$ cat src/rtl/multi_pulse_generator_pkg.sv
// Shared types for the multi-channel pulse generator.
package pulse_pkg;

   // Channel operating mode, latched into the shadow at entry to RUN.
   typedef enum logic {
      PULSE_CONT  = 1'b0,
      PULSE_BURST = 1'b1
   } pulse_mode_t;

   // Per-channel FSM state.
   typedef enum logic {
      PULSE_IDLE = 1'b0,
      PULSE_RUN  = 1'b1
   } pulse_state_t;

endpackage

$ cat src/rtl/multi_pulse_generator_channel.sv
// One pulse channel: IDLE/RUN FSM, period counter, shadowed period/width/mode,
// burst countdown and the out/busy/done outputs.
module pulse_channel
   import pulse_pkg::*;
#(
   parameter int N = 8,
   parameter int M = 8
) (
   input  logic         clk,
   input  logic         rst,
   input  logic         ena,
   input  logic         ch_ena,
   input  logic         mode,
   input  logic         start,
   input  logic [N-1:0] ticks,
   input  logic [N-1:0] width,
   input  logic [M-1:0] burst_len,
   output logic         out,
   output logic         busy,
   output logic         done
);

   pulse_state_t state_q, state_d;
   pulse_mode_t  sh_mode_q, sh_mode_d;
   logic [N-1:0] cnt_q, cnt_d;
   logic [N-1:0] sh_ticks_q, sh_ticks_d;
   logic [N-1:0] sh_width_q, sh_width_d;
   logic [M-1:0] rem_q, rem_d;
   logic         done_q, done_d;

   logic         wrap;
   logic         burst_last;
   logic         can_start;
   logic [N:0]   thresh;

   assign wrap       = (cnt_q == (sh_ticks_q - N'(1)));
   assign burst_last = (sh_mode_q == PULSE_BURST) && (rem_q == M'(1));
   assign can_start  = ch_ena && (ticks != '0) &&
                       ((mode == 1'b0) || (start && (burst_len != '0)));

   // Next-state: entry, ch_ena drop, wrap/reload, burst end, and ena stall.
   always_comb begin
      state_d    = state_q;
      cnt_d      = cnt_q;
      sh_ticks_d = sh_ticks_q;
      sh_width_d = sh_width_q;
      sh_mode_d  = sh_mode_q;
      rem_d      = rem_q;
      done_d     = 1'b0;
      case (state_q)
         PULSE_IDLE: begin
            if (can_start) begin
               state_d    = PULSE_RUN;
               cnt_d      = '0;
               sh_ticks_d = ticks;
               sh_width_d = width;
               sh_mode_d  = pulse_mode_t'(mode);
               rem_d      = burst_len;
            end
         end
         PULSE_RUN: begin
            if (!ch_ena) begin
               // Disable wins over any wrap or burst end this cycle.
               state_d = PULSE_IDLE;
               cnt_d   = '0;
            end else if (ena) begin
               if (wrap) begin
                  cnt_d      = '0;
                  sh_ticks_d = ticks;
                  sh_width_d = width;
                  if (sh_mode_q == PULSE_BURST) rem_d = rem_q - M'(1);
                  if (burst_last) begin
                     state_d = PULSE_IDLE;
                     done_d  = 1'b1;
                  end else if (ticks == '0) begin
                     state_d = PULSE_IDLE;
                  end
               end else begin
                  cnt_d = cnt_q + N'(1);
               end
            end
         end
         default: state_d = PULSE_IDLE;
      endcase
   end

   // State registers with synchronous active-low reset.
   always_ff @(posedge clk) begin
      if (!rst) begin
         state_q    <= PULSE_IDLE;
         cnt_q      <= '0;
         sh_ticks_q <= '0;
         sh_width_q <= '0;
         sh_mode_q  <= PULSE_CONT;
         rem_q      <= '0;
         done_q     <= 1'b0;
      end else begin
         state_q    <= state_d;
         cnt_q      <= cnt_d;
         sh_ticks_q <= sh_ticks_d;
         sh_width_q <= sh_width_d;
         sh_mode_q  <= sh_mode_d;
         rem_q      <= rem_d;
         done_q     <= done_d;
      end
   end

   // High for the last width counts of the period; width >= ticks stays high.
   always_comb begin
      thresh = {1'b0, sh_ticks_q} - {1'b0, sh_width_q};
      out    = (state_q == PULSE_RUN) &&
               ((sh_width_q >= sh_ticks_q) || ({1'b0, cnt_q} >= thresh));
   end

   assign busy = (state_q == PULSE_RUN);
   assign done = done_q;

endmodule

$ cat src/rtl/multi_pulse_generator.sv
// Multi-channel periodic pulse generator: CHANNELS independent pulse_channel
// instances sharing one global tick enable.
module multi_pulse_generator
   import pulse_pkg::*;
#(
   parameter int N        = 8,
   parameter int CHANNELS = 4,
   parameter int M        = 8
) (
   input  logic                  clk,
   input  logic                  rst,
   input  logic                  ena,
   input  logic [CHANNELS-1:0]   ch_ena,
   input  logic [CHANNELS-1:0]   mode,
   input  logic [CHANNELS-1:0]   start,
   input  logic [CHANNELS*N-1:0] ticks,
   input  logic [CHANNELS*N-1:0] width,
   input  logic [CHANNELS*M-1:0] burst_len,
   output logic [CHANNELS-1:0]   out,
   output logic [CHANNELS-1:0]   busy,
   output logic [CHANNELS-1:0]   done
);

   for (genvar c = 0; c < CHANNELS; c++) begin : g_ch
      pulse_channel #(.N(N), .M(M)) u_ch (
         .clk       (clk),
         .rst       (rst),
         .ena       (ena),
         .ch_ena    (ch_ena[c]),
         .mode      (mode[c]),
         .start     (start[c]),
         .ticks     (ticks[c*N +: N]),
         .width     (width[c*N +: N]),
         .burst_len (burst_len[c*M +: M]),
         .out       (out[c]),
         .busy      (busy[c]),
         .done      (done[c])
      );
   end

endmodule

$ cat config.mk
export PLATFORM = sky130hd
export DESIGN_NAME = multi_pulse_generator
export DESIGN_NICKNAME = d
export VERILOG_FILES = /design/src/rtl/multi_pulse_generator_pkg.sv /design/src/rtl/multi_pulse_generator_channel.sv /design/src/rtl/multi_pulse_generator.sv
export SDC_FILE = /design/constraint.sdc
export NUM_CORES = 1
export LEC_CHECK = 0
export BUFFER_PORTS_ARGS = -buffer_cell sky130_fd_sc_hd__buf_2
export CORE_UTILIZATION = 30
export DETAILED_ROUTE_END_ITERATION = 10
export PLACE_DENSITY = 0.49
export SLEW_MARGIN = 20
export SYNTH_ARGS = -nofsm -noshare
export SYNTH_HDL_FRONTEND = slang
export SYNTH_SLANG_ARGS = --single-unit
$ cat constraint.sdc
create_clock -name clk -period 5.2 [get_ports clk]
set_input_delay 0.52 -clock clk [delete_from_list [all_inputs] [get_ports clk]]
set_output_delay 0.52 -clock clk [all_outputs]
set_load 0.05 [all_outputs]
; Word-level counts from Yosys, hierarchy flattened
; Index checks and enable logic that the tools add are counted.
[word_totals]
regBits = 140
out_inout_bits = 12
elab_cells = 268
[classes]
add_sub_neg = 16
n_lt_le_gt_ge = 8
eq_ne = 32
mux = 116
bitwise_logic = 8
reduce_logical = 60
[op_table]
columns = operator, n
row1 = $mux 8, 68
row2 = $pmux 8 s2, 16
row3 = $reduce_bool 8->1, 8
row4 = $sub 8x1->8 const B, 8
row5 = $reduce_and 5->1, 8
row6 = $ge 8x9->1, 4
row7 = $sub 8x8->9, 4
row8 = $add 8x1->8 const B, 4
row9 = $eq 8x1->1 const B, 4
row10 = $eq 8x8->1, 4
row11 = $ge 8x8->1, 4
row12 = $logic_not 8->1, 4
row13 = $ne 2x2->1 const B, 16
row14 = $mux 1, 28
row15 = $logic_and 1x1->1, 20
row16 = $reduce_and 2->1, 8
row17 = $reduce_and 4->1, 4
row18 = $ne 3x3->1 const B, 4
row19 = $logic_or 1x1->1, 8
row20 = $ne 2x1->1 const B, 4
row21 = $not 1->1, 8
row22 = $pmux 1 s2, 4

; Depth between registers and ports, before layout
; Gate-level depths: netlist of run 1.
[logic_depth]
ltp_word = 7
depth_mapped = 18
mapped_depth_nobuf = 16

; Cells and area by module
; Synthesis of run 1 repeated with hierarchy kept, for this count alone.
[unflattened]
hier_cells = 1207
hier_area_um2 = 9884.5
[modules_own_cells]
columns = module, n_inst, cells_each, area_each_um2, seq_area_each_um2
row1 = pulse_channel (g_ch[1].u_ch ...), 2, 297, 2441.1, 700.7
row2 = pulse_channel (g_ch[3].u_ch), 1, 312, 2595.0, 700.7
row3 = pulse_channel (g_ch[0].u_ch), 1, 301, 2407.3, 700.7

; Worst setup path before layout of run 1
; Ideal clock, no wire load.
[synth_path]
kind = reg-to-output
startpoint = register g_ch[2].u_ch.sh_ticks_q[0]
endpoint = output port out[2]
t_arrival_ns = 3.138
required_time_ns = 4.680
path_slack_ns = 1.542
stages_incl_launch_ff = 18
path_buffers = 2
path_cell_list = dfxtp_1 > clkbuf_1 > inv_1 > ha_1 > fa_1 > nand2b_1 > a21boi_0 > o21ai_0 > nand2b_1 > a21oi_1 > xor2_1 > ha_1 > a2111o_1 > a211o_1 > a21oi_1 > o32ai_1 > and2_1 > buf_4
[synth_between]
elab_chain_len = 4
[synth_rtl]
columns = item, line
row1 = "start, declared", multi_pulse_generator_channel.sv:26  ; logic [N-1:0] sh_ticks_q, sh_ticks_d;
row2 = "start signal, assigned", multi_pulse_generator_channel.sv:100  ; sh_ticks_q <= sh_ticks_d;
row3 = $sub 8x8->9, multi_pulse_generator_channel.sv:110  ; thresh = {1'b0, sh_ticks_q} - {1'b0, sh_width_q};
row4 = $ge 8x9->1, multi_pulse_generator_channel.sv:112  ; ((sh_width_q >= sh_ticks_q) || ({1'b0, cnt_q} >= thresh));
row5 = $logic_or 1x1->1 (*), multi_pulse_generator_channel.sv:112
row6 = $logic_and 1x1->1 (*), multi_pulse_generator_channel.sv:111  ; out = (state_q == PULSE_RUN) &&
row7 = "end, declared", multi_pulse_generator.sv:19  ; output logic [CHANNELS-1:0] out,
; Mark *: on every way between the ends. The rest lies on a longest branch, timed or not.

; Worst setup path in the final report of run 1
[layout_path]
startpoint = register g_ch[0].u_ch.sh_width_q[1]
endpoint = output port out[0]
[layout_between]
elab_chain_len = 4
[layout_rtl]
columns = item, line
row1 = "start, declared", multi_pulse_generator_channel.sv:27  ; logic [N-1:0] sh_width_q, sh_width_d;
row2 = "start signal, assigned", multi_pulse_generator_channel.sv:101  ; sh_width_q <= sh_width_d;
row3 = $sub 8x8->9, multi_pulse_generator_channel.sv:110
row4 = $ge 8x9->1, multi_pulse_generator_channel.sv:112
row5 = $logic_or 1x1->1 (*), multi_pulse_generator_channel.sv:112
row6 = $logic_and 1x1->1 (*), multi_pulse_generator_channel.sv:111
; Marked as above.

==> results.txt, run 1 <==
The mean area per synthesized cell came out at a little under 8 um^2. The post-synthesis sequential element count is 140. The post-synthesis cell count came out at 1347. The capturing element type of the critical path is a primary output. The number of detailed-routing iterations run before antenna repair came out at 6. On the critical path the largest part of the delay comes from compound AO/OA/AOI/OAI gates. The aggregate global-route resource usage is 16.6%. Yosys instantiated no cell more often than sky130_fd_sc_hd__dfxtp_1. For this run, asynchronously set or reset flops after synthesis account for 0%. The final routed DRC violation total is 0. The initial utilization of the core area, before any placement, comes to 30.5%. IR analysis of the VDD net gives a maximum drop of 0.220 mV. During placement, the flow inserted port buffers numbering 122. The worst setup path is launched from a flip-flop. The CTS root buffer is sky130_fd_sc_hd__clkbuf_16. The die width came out at 190 um.

From bottom edge to top edge, the die measures 190 um. In this run the tightest slew margin relative to its limit is a little over a third. Traced cell by cell, the critical path runs through inv_1 -> ha_1 -> nor2b_1 -> o21ai_0 -> a21oi_1 -> o31ai_1 -> nand2b_1 -> a21oi_1 -> xor2_1 -> ha_1 -> a2111o_1 -> a211o_1 -> a21oi_1 -> o32ai_1 -> and2_1 -> buf_2. The final core utilization is between 30% and 40%. The startpoint identified for the worst hold timing path is width[8]. The area growth from synthesis to layout is 13.9%. For this design, the slowest cell found on the critical path is sky130_fd_sc_hd__dfxtp_1. The worst min-delay path endpoint is g_ch[1].u_ch.sh_width_q[0]. Setup repair after global routing left no endpoint under its margin. The number of warning messages in the yosys log is 0. The number of buffers added for setup after CTS is 0.

The area inside the core boundary is 34500 um^2. The level count of the clock H-tree came out at 4. The delay of the slowest cell on the worst path is 0.38 ns. The net total in the final layout is 1612. The final global-route overflow total is 0. The final route contains approximately 10000 vias. The cell type contributing the most total cell area after synthesis is sky130_fd_sc_hd__dfxtp_1. STA puts the critical path data arrival time at 3.82 ns.

Entering global routing, the biggest net connects 88 pins. The number of buffer and inverter instances along the worst setup path came out at 2. The maximum clock skew at final layout is ~0.0064 ns. The TritonCTS clock tree is built.

The HPWL reported at the end of detailed placement is 21600 um. The pin slew with the least headroom to its limit came out at 0.969 ns. After layout, the worst path uses 83.4% of the clock period.

The post-synthesis net count came out at 1542. The routed wire length came out at 29800 um. In this run the critical register-to-register path is captured at g_ch[3].u_ch.sh_ticks_q[6]. The top fanout value on the critical path is 3. The most common flop cell mapped by yosys is sky130_fd_sc_hd__dfxtp_1. Buffers inserted to repair hold after CTS numbered 0.

The startpoint identified for the worst register-to-register timing path is g_ch[3].u_ch.sh_ticks_q[1]. The quantity of gates resized following cts is 0. The final setup violation count is 0. The cell row count is 68. The die area is around 36000 um^2. The count of antenna diodes in the layout came out at 0. Dividing the detail-routed wire length by the instance count gives ~16 um. The maximum count of clock buffers along a single path is 2. After the first detailed-routing iteration, the DRC count stood at between 600 and 700.

The worst-skew pair later-pin latency is 0.44 ns. After synthesis, the netlist uses between 70 and 80 different library cells. The clock sink count is between 100 and 150. The flow ran to the end, and the final reports show no timing, DRC or antenna violations. Timing would allow up to 231 MHz. The post-detailed-route count of antenna-violating nets came out at 0. The number of buffers added by the clock tree synthesis step came out at 17. Along the worst hold path, the cell count comes to 3.

In this run the static leakage power is between 0.005 and 0.006 uW. The worst setup path is of the flip-flop to primary output kind. The power density over the cells is 284 nW/um^2. The sum of negative setup slack is 0 ns. The cell area that synthesis handed to floorplanning was 10600 um^2. By area the synthesized netlist is led by sky130_fd_sc_hd__dfxtp_1 (27%), sky130_fd_sc_hd__ha_1 (9.5%), sky130_fd_sc_hd__nand2_1 (4.4%). In this run, synthesis inferred 0 flip-flops with an integrated enable.

The max-capacitance violation count came out at 0. For the worst flop-to-flop path, the logic depth is 8. The clock slew seen by the registers of the worst setup and hold paths came out at 0.06 ns.

between 100 and 150 I/O pins were placed. After synthesis, the largest area contributor takes up 26.6% of total cell area. Sorting the synthesized cells by how often they occur yields sky130_fd_sc_hd__dfxtp_1 (140), sky130_fd_sc_hd__nand2_1 (125), sky130_fd_sc_hd__nor2_1 (89). The average vias per placed instance came out at 5.31. The number of antenna violations at the first check in global routing is 0.

The count of endpoints failing hold in the final timing report is 0. The post-route minimum period is 4.34 ns. Of the synthesized area, sequential elements account for 26.6%. The final RePlAce weighted congestion is roughly 0.81. The max-slew violation total from the final report came out at 0. The share of layout cells above drive strength 1 came out at 13.9%. The via count of the first global-routing pass came out at 9319. The worst hold path class is input port to flip-flop. The cell repeated most along the worst path is sky130_fd_sc_hd__a21oi_1. The first global-routing pass estimated 48100 um of wire. The worst reg-to-reg setup slack came out at 2.16 ns.

The data required time of the worst path came out at between 4 and 5 ns.
## per-stage QoR
stage	total power (uW)	cells	setup WS, ns	hold slack [ns]	instance area (um^2)
after detailed placement	2160	1853	1.31	0.451	11400
after CTS	3460	1884	0.816	0.292	12000
final	3420	1884	0.864	0.319	12000
after global routing	3630	1884	0.562	0.314	12000
after floorplan	1940	1347	1.54	0.438	10600
after global placement	2160	1853	1.37	0.449	11400
## cells by family after synthesis
group,Yosys count,synth area share [%]
adder cells (fa/ha/maj),84,10.2
flip-flops,140,26.6
multiplexers,44,4.21
AND/OR/NAND/NOR,538,27.0
AO/OA/AOI/OAI,331,21.2
XOR/XNOR,54,4.48
buffers and inverters,156,6.28
## cell type report
cell class / count / area, um^2
Fill cell: 3710 / 22500
Multi-Input combinational cell: 1051 / 7100
Sequential cell: 140 / 2800
Timing Repair Buffer: 128 / 658
Tap cell: 455 / 569
Clock buffer: 20 / 447
Inverter: 79 / 297
Clock inverter: 11 / 145
## placed cells by master, fill, tap and decap left out, drive strengths merged, types with 8 or more instances in the layout
| master | n |
|---|---|
| nor2 | 89 |
| buf | 128 |
| nor3b | 8 |
| and2 | 8 |
| nand4 | 59 |
| nor3 | 25 |
| clkbuf | 20 |
| o21ai | 90 |
| and3 | 20 |
| nand2b | 36 |
| or2 | 8 |
| o221a | 12 |
| a41oi | 13 |
| a21o | 16 |
| or4 | 17 |
| nand2 | 125 |
| ha | 80 |
| nor4 | 17 |
| xnor2 | 24 |
| nand3 | 61 |
| a31oi | 23 |
| xor2 | 30 |
| inv | 79 |
| dfxtp | 140 |
| a211oi | 13 |
| nand4b | 8 |
| mux2i | 41 |
| nor2b | 21 |
| a211o | 8 |
| a21oi | 81 |
| or3 | 16 |
## power breakdown
part           total (uW)  switching [uW]  leakage (uW)  internal [uW]
Combinational         927             530       0.00359            398
Clock                1270             511      0.000282            763
Sequential           1220            80.4       0.00114           1130
## worst reg2reg max path: stages, from the launching register on
cell and delay, ns:
sky130_fd_sc_hd__dfxtp_1 0.46, sky130_fd_sc_hd__inv_1 0.12, sky130_fd_sc_hd__ha_1 0.28, sky130_fd_sc_hd__and3_1 0.21
sky130_fd_sc_hd__o311ai_0 0.55, sky130_fd_sc_hd__a211oi_4 0.20, sky130_fd_sc_hd__and2_4 0.24, sky130_fd_sc_hd__a31oi_4 0.64
sky130_fd_sc_hd__mux2i_1 0.26
## sequential cells by signal, indices dropped and copies added, names as in the netlist
| register | count |
|---|---|
| g_ch.u_ch.cnt_q | 32 |
| g_ch.u_ch.rem_q | 32 |
| g_ch.u_ch.sh_ticks_q | 32 |
| g_ch.u_ch.sh_width_q | 32 |
| g_ch.u_ch.busy | 4 |
| g_ch.u_ch.done | 4 |
| g_ch.u_ch.sh_mode_q | 4 |
## layer usage
metal	part of all wire (%)	up-vias	routed length (um)	track usage (%)
met3	3.3	27	982	2.36
met4	1.8	0	533	5.46
li1	-	5101	-	-
met1	50	4704	15000	23.1
met5	0	-	0	0
met2	44	180	13200	26.1
## worst max-delay path by stage
stage / from / endpoint / slack (ns) / cells after the start
after floorplan: g_ch[2].u_ch.sh_ticks_q[0] / out[2] / 1.54 / 17
after CTS: g_ch[0].u_ch.sh_width_q[1] / out[0] / 0.82 / 16
after global placement: g_ch[1].u_ch.sh_width_q[1] / out[1] / 1.37 / 16
after detailed placement: g_ch[0].u_ch.sh_width_q[1] / out[0] / 1.31 / 16
final: g_ch[0].u_ch.sh_width_q[1] / out[0] / 0.86 / 16
after global routing: g_ch[1].u_ch.sh_width_q[1] / out[1] / 0.56 / 16
No activity file was read; power rests on OpenSTA's default activity.
==> run 2: changes to the inputs <==
- clock period: 5.2 -> 4 ns (I/O delays scaled with it)
==> run 2 against run 1 <==
- utilization grew 0.84 points
- worst hold slack lost 0.11 ns
- setup slack lost 0.68 ns
- total power grew 31%
- critical path depth shrank 1
- critical endpoint is now out[1]
==> results.txt, run 2 (synthesized netlist as in run 1, its figures left out) <==
The critical path is of the flip-flop to primary output type. The maximum count of clock buffers along a single path came out at 2. The final RePlAce weighted congestion came out at 0.812. The most common library cell in the layout ignoring fill and taps is sky130_fd_sc_hd__dfxtp_1.

The count of endpoints failing hold in the final timing report came out at 0. The first global-routing pass estimated 49900 um of wire. Summed over all cells, the static leakage comes to 0.00511 uW. The share of layout cells above drive strength 1 came out at 17.7%. The I/O pin total is about 120.

The path class of the tightest hold or removal check is input port to flip-flop. The minimum hold slack is 0.204 ns. The detailed-route via count came out at 10164.

The clock slew seen by the registers of the worst setup and hold paths came out at 0.06 ns. The number of DRC violations after detailed-routing iteration 0 is 708. The final layout contains between 1500 and 2000 nets. The maximum clock frequency came out at 262 MHz.

The floorplan die height came out at 190 um. Across the VDD grid, the largest voltage drop is 0.290 mV. The data required time of the worst path came out at 3.60 ns. At the worst endpoint, the arrival time is 3.41 ns. In this run the remaining antenna-violating nets after routing total 0. The final core utilization came out at ~36%.

The power density over the cells is 363 nW/um^2. The number of input and output port buffers inserted is 122. The pin slew with the least headroom to its limit is 1.01 ns. The final global-route overflow total is 0. The aggregate global-route resource usage is about 17%.

The average vias per placed instance came out at 5.35. The final routed DRC violation total is 0. CTS saw 140 sinks. The number of detailed-routing iterations run before antenna repair came out at 5.

Of all nets on the critical path, the largest fanout is 3. Entering global routing, the biggest net connects ~160 pins. STA classifies the critical path startpoint as a flip-flop. The cell row count came out at just under 70. The area growth from synthesis to layout is 16.7%.

The routed wire length came out at 30600 um. The die width came out at roughly 190 um. The flow ran to the end, and the final reports show no timing, DRC or antenna violations.

For hold timing, the worst endpoint is g_ch[1].u_ch.sh_width_q[3]. In this run the critical register-to-register path is launched from g_ch[3].u_ch.sh_ticks_q[1]. The die area is 35900 um^2. In the layout the commonest cells are sky130_fd_sc_hd__dfxtp_1 (129), sky130_fd_sc_hd__nand2_1 (125), sky130_fd_sc_hd__buf_2 (117), sky130_fd_sc_hd__nor2_1 (89), sky130_fd_sc_hd__o21ai_0 (80). The cts-stage hold buffer count is 0. In this run the register-to-register setup slack is between 1 and 1.5 ns.

The capturing element type of the critical path is a primary output. The post-route minimum period came out at 3.81 ns. The clock reaches the later pin of the worst-skew pair after 0.43 ns. The number of antenna violations at the first check in global routing was 0.

In this run the clock root is driven by a sky130_fd_sc_hd__clkbuf_16. The count of antenna diodes in the layout is 0. The HPWL reported at the end of detailed placement came out at 21700 um.

The maximum clock skew at final layout is 0.00687 ns. The TritonCTS clock tree is built. Counting the buffers created by CTS gives 17.

The ratio of final minimum period to clock period is 95.3%. Counting instances, the worst hold path has a depth of 3. The final setup violation count is 0. The startpoint identified for the worst hold timing path is width[11]. The via count of the first global-routing pass came out at 9594. The worst flop-to-flop path endpoint is g_ch[3].u_ch.sh_ticks_q[6]. The relative max-transition margin is 32.6%. The max-slew violation total from the final report came out at 0. Tracing the worst setup path back leads to its startpoint at g_ch[1].u_ch.sh_width_q[1]. The level count of the clock H-tree came out at 4. The area inside the core boundary came out at 34500 um^2. The detailed-route wire length per cell is 16.1 um. The starting density of the core came out at 30.5%. The max-capacitance violation count came out at 0.

For the worst flop-to-flop path, the logic depth is 8.
run 2: cell type report:
class	instances	area [um^2]
Multi-Input combinational cell	1051	7260
Sequential cell	140	2820
Clock inverter	7	62.6
Tap cell	455	569
Clock buffer	25	495
Fill cell	3730	22200
Inverter	79	297
Timing Repair Buffer	143	805
run 2: per-layer routing:
layer	routed length, um	part of all wire (%)	vias to the layer above	global-route usage, %
met5	0	0	-	0
met4	548	1.8	0	5.71
met3	1050	3.4	38	2.93
met2	13800	45	203	26.9
met1	15200	50	4801	23.8
li1	-	-	5122	-
run 2: what timing repair did:
item                       4_1_cts  5_1_grt
gates resized for setup         30       38
setup endpoints to repair        3        4
buffers inserted                 5        5
pin swaps                        7       22
run 2: how the worst max path moves through the flow:
stage               depth (start not counted)     end  slack (ns)
floorplan                                  17  out[2]        0.46
global placement                           16  out[1]        0.30
detailed placement                         16  out[2]        0.25
CTS                                        16  out[2]       0.003
global route                               16  out[2]       -0.04
finish                                     15  out[1]        0.19
run 2: report_power, final:
group	total [uW]	internal, uW	switching [uW]
Sequential	1580	1480	98.8
Combinational	1340	589	748
Clock	1560	917	645
run 2: stage by stage:
stage | cell area [um^2] | std cells | TNS, ns | power [uW] | worst slack [ns]
floorplan | 10600 | 1347 | 0 | 2520 | 0.462
global placement | 11500 | 1858 | 0 | 2820 | 0.302
detailed placement | 11500 | 1858 | 0 | 2820 | 0.252
CTS | 12100 | 1895 | 0 | 4480 | 0.00316
global route | 12300 | 1900 | -0.0643 | 4770 | -0.0395
finish | 12300 | 1900 | 0 | 4470 | 0.189
run 2: critical path, cell delays in order (launching register included):
cell,delay [ns]
sky130_fd_sc_hd__dfxtp_2,0.35
sky130_fd_sc_hd__inv_1,0.06
sky130_fd_sc_hd__ha_1,0.30
sky130_fd_sc_hd__nor2b_1,0.15
sky130_fd_sc_hd__o21ai_2,0.15
sky130_fd_sc_hd__a21oi_2,0.09
sky130_fd_sc_hd__o31ai_2,0.24
sky130_fd_sc_hd__buf_4,0.17
sky130_fd_sc_hd__nand2_1,0.08
sky130_fd_sc_hd__ha_4,0.23
sky130_fd_sc_hd__a2111o_1,0.40
sky130_fd_sc_hd__a211o_1,0.25
sky130_fd_sc_hd__a21oi_2,0.12
sky130_fd_sc_hd__o32ai_1,0.07
sky130_fd_sc_hd__and2_1,0.18
sky130_fd_sc_hd__buf_6,0.15
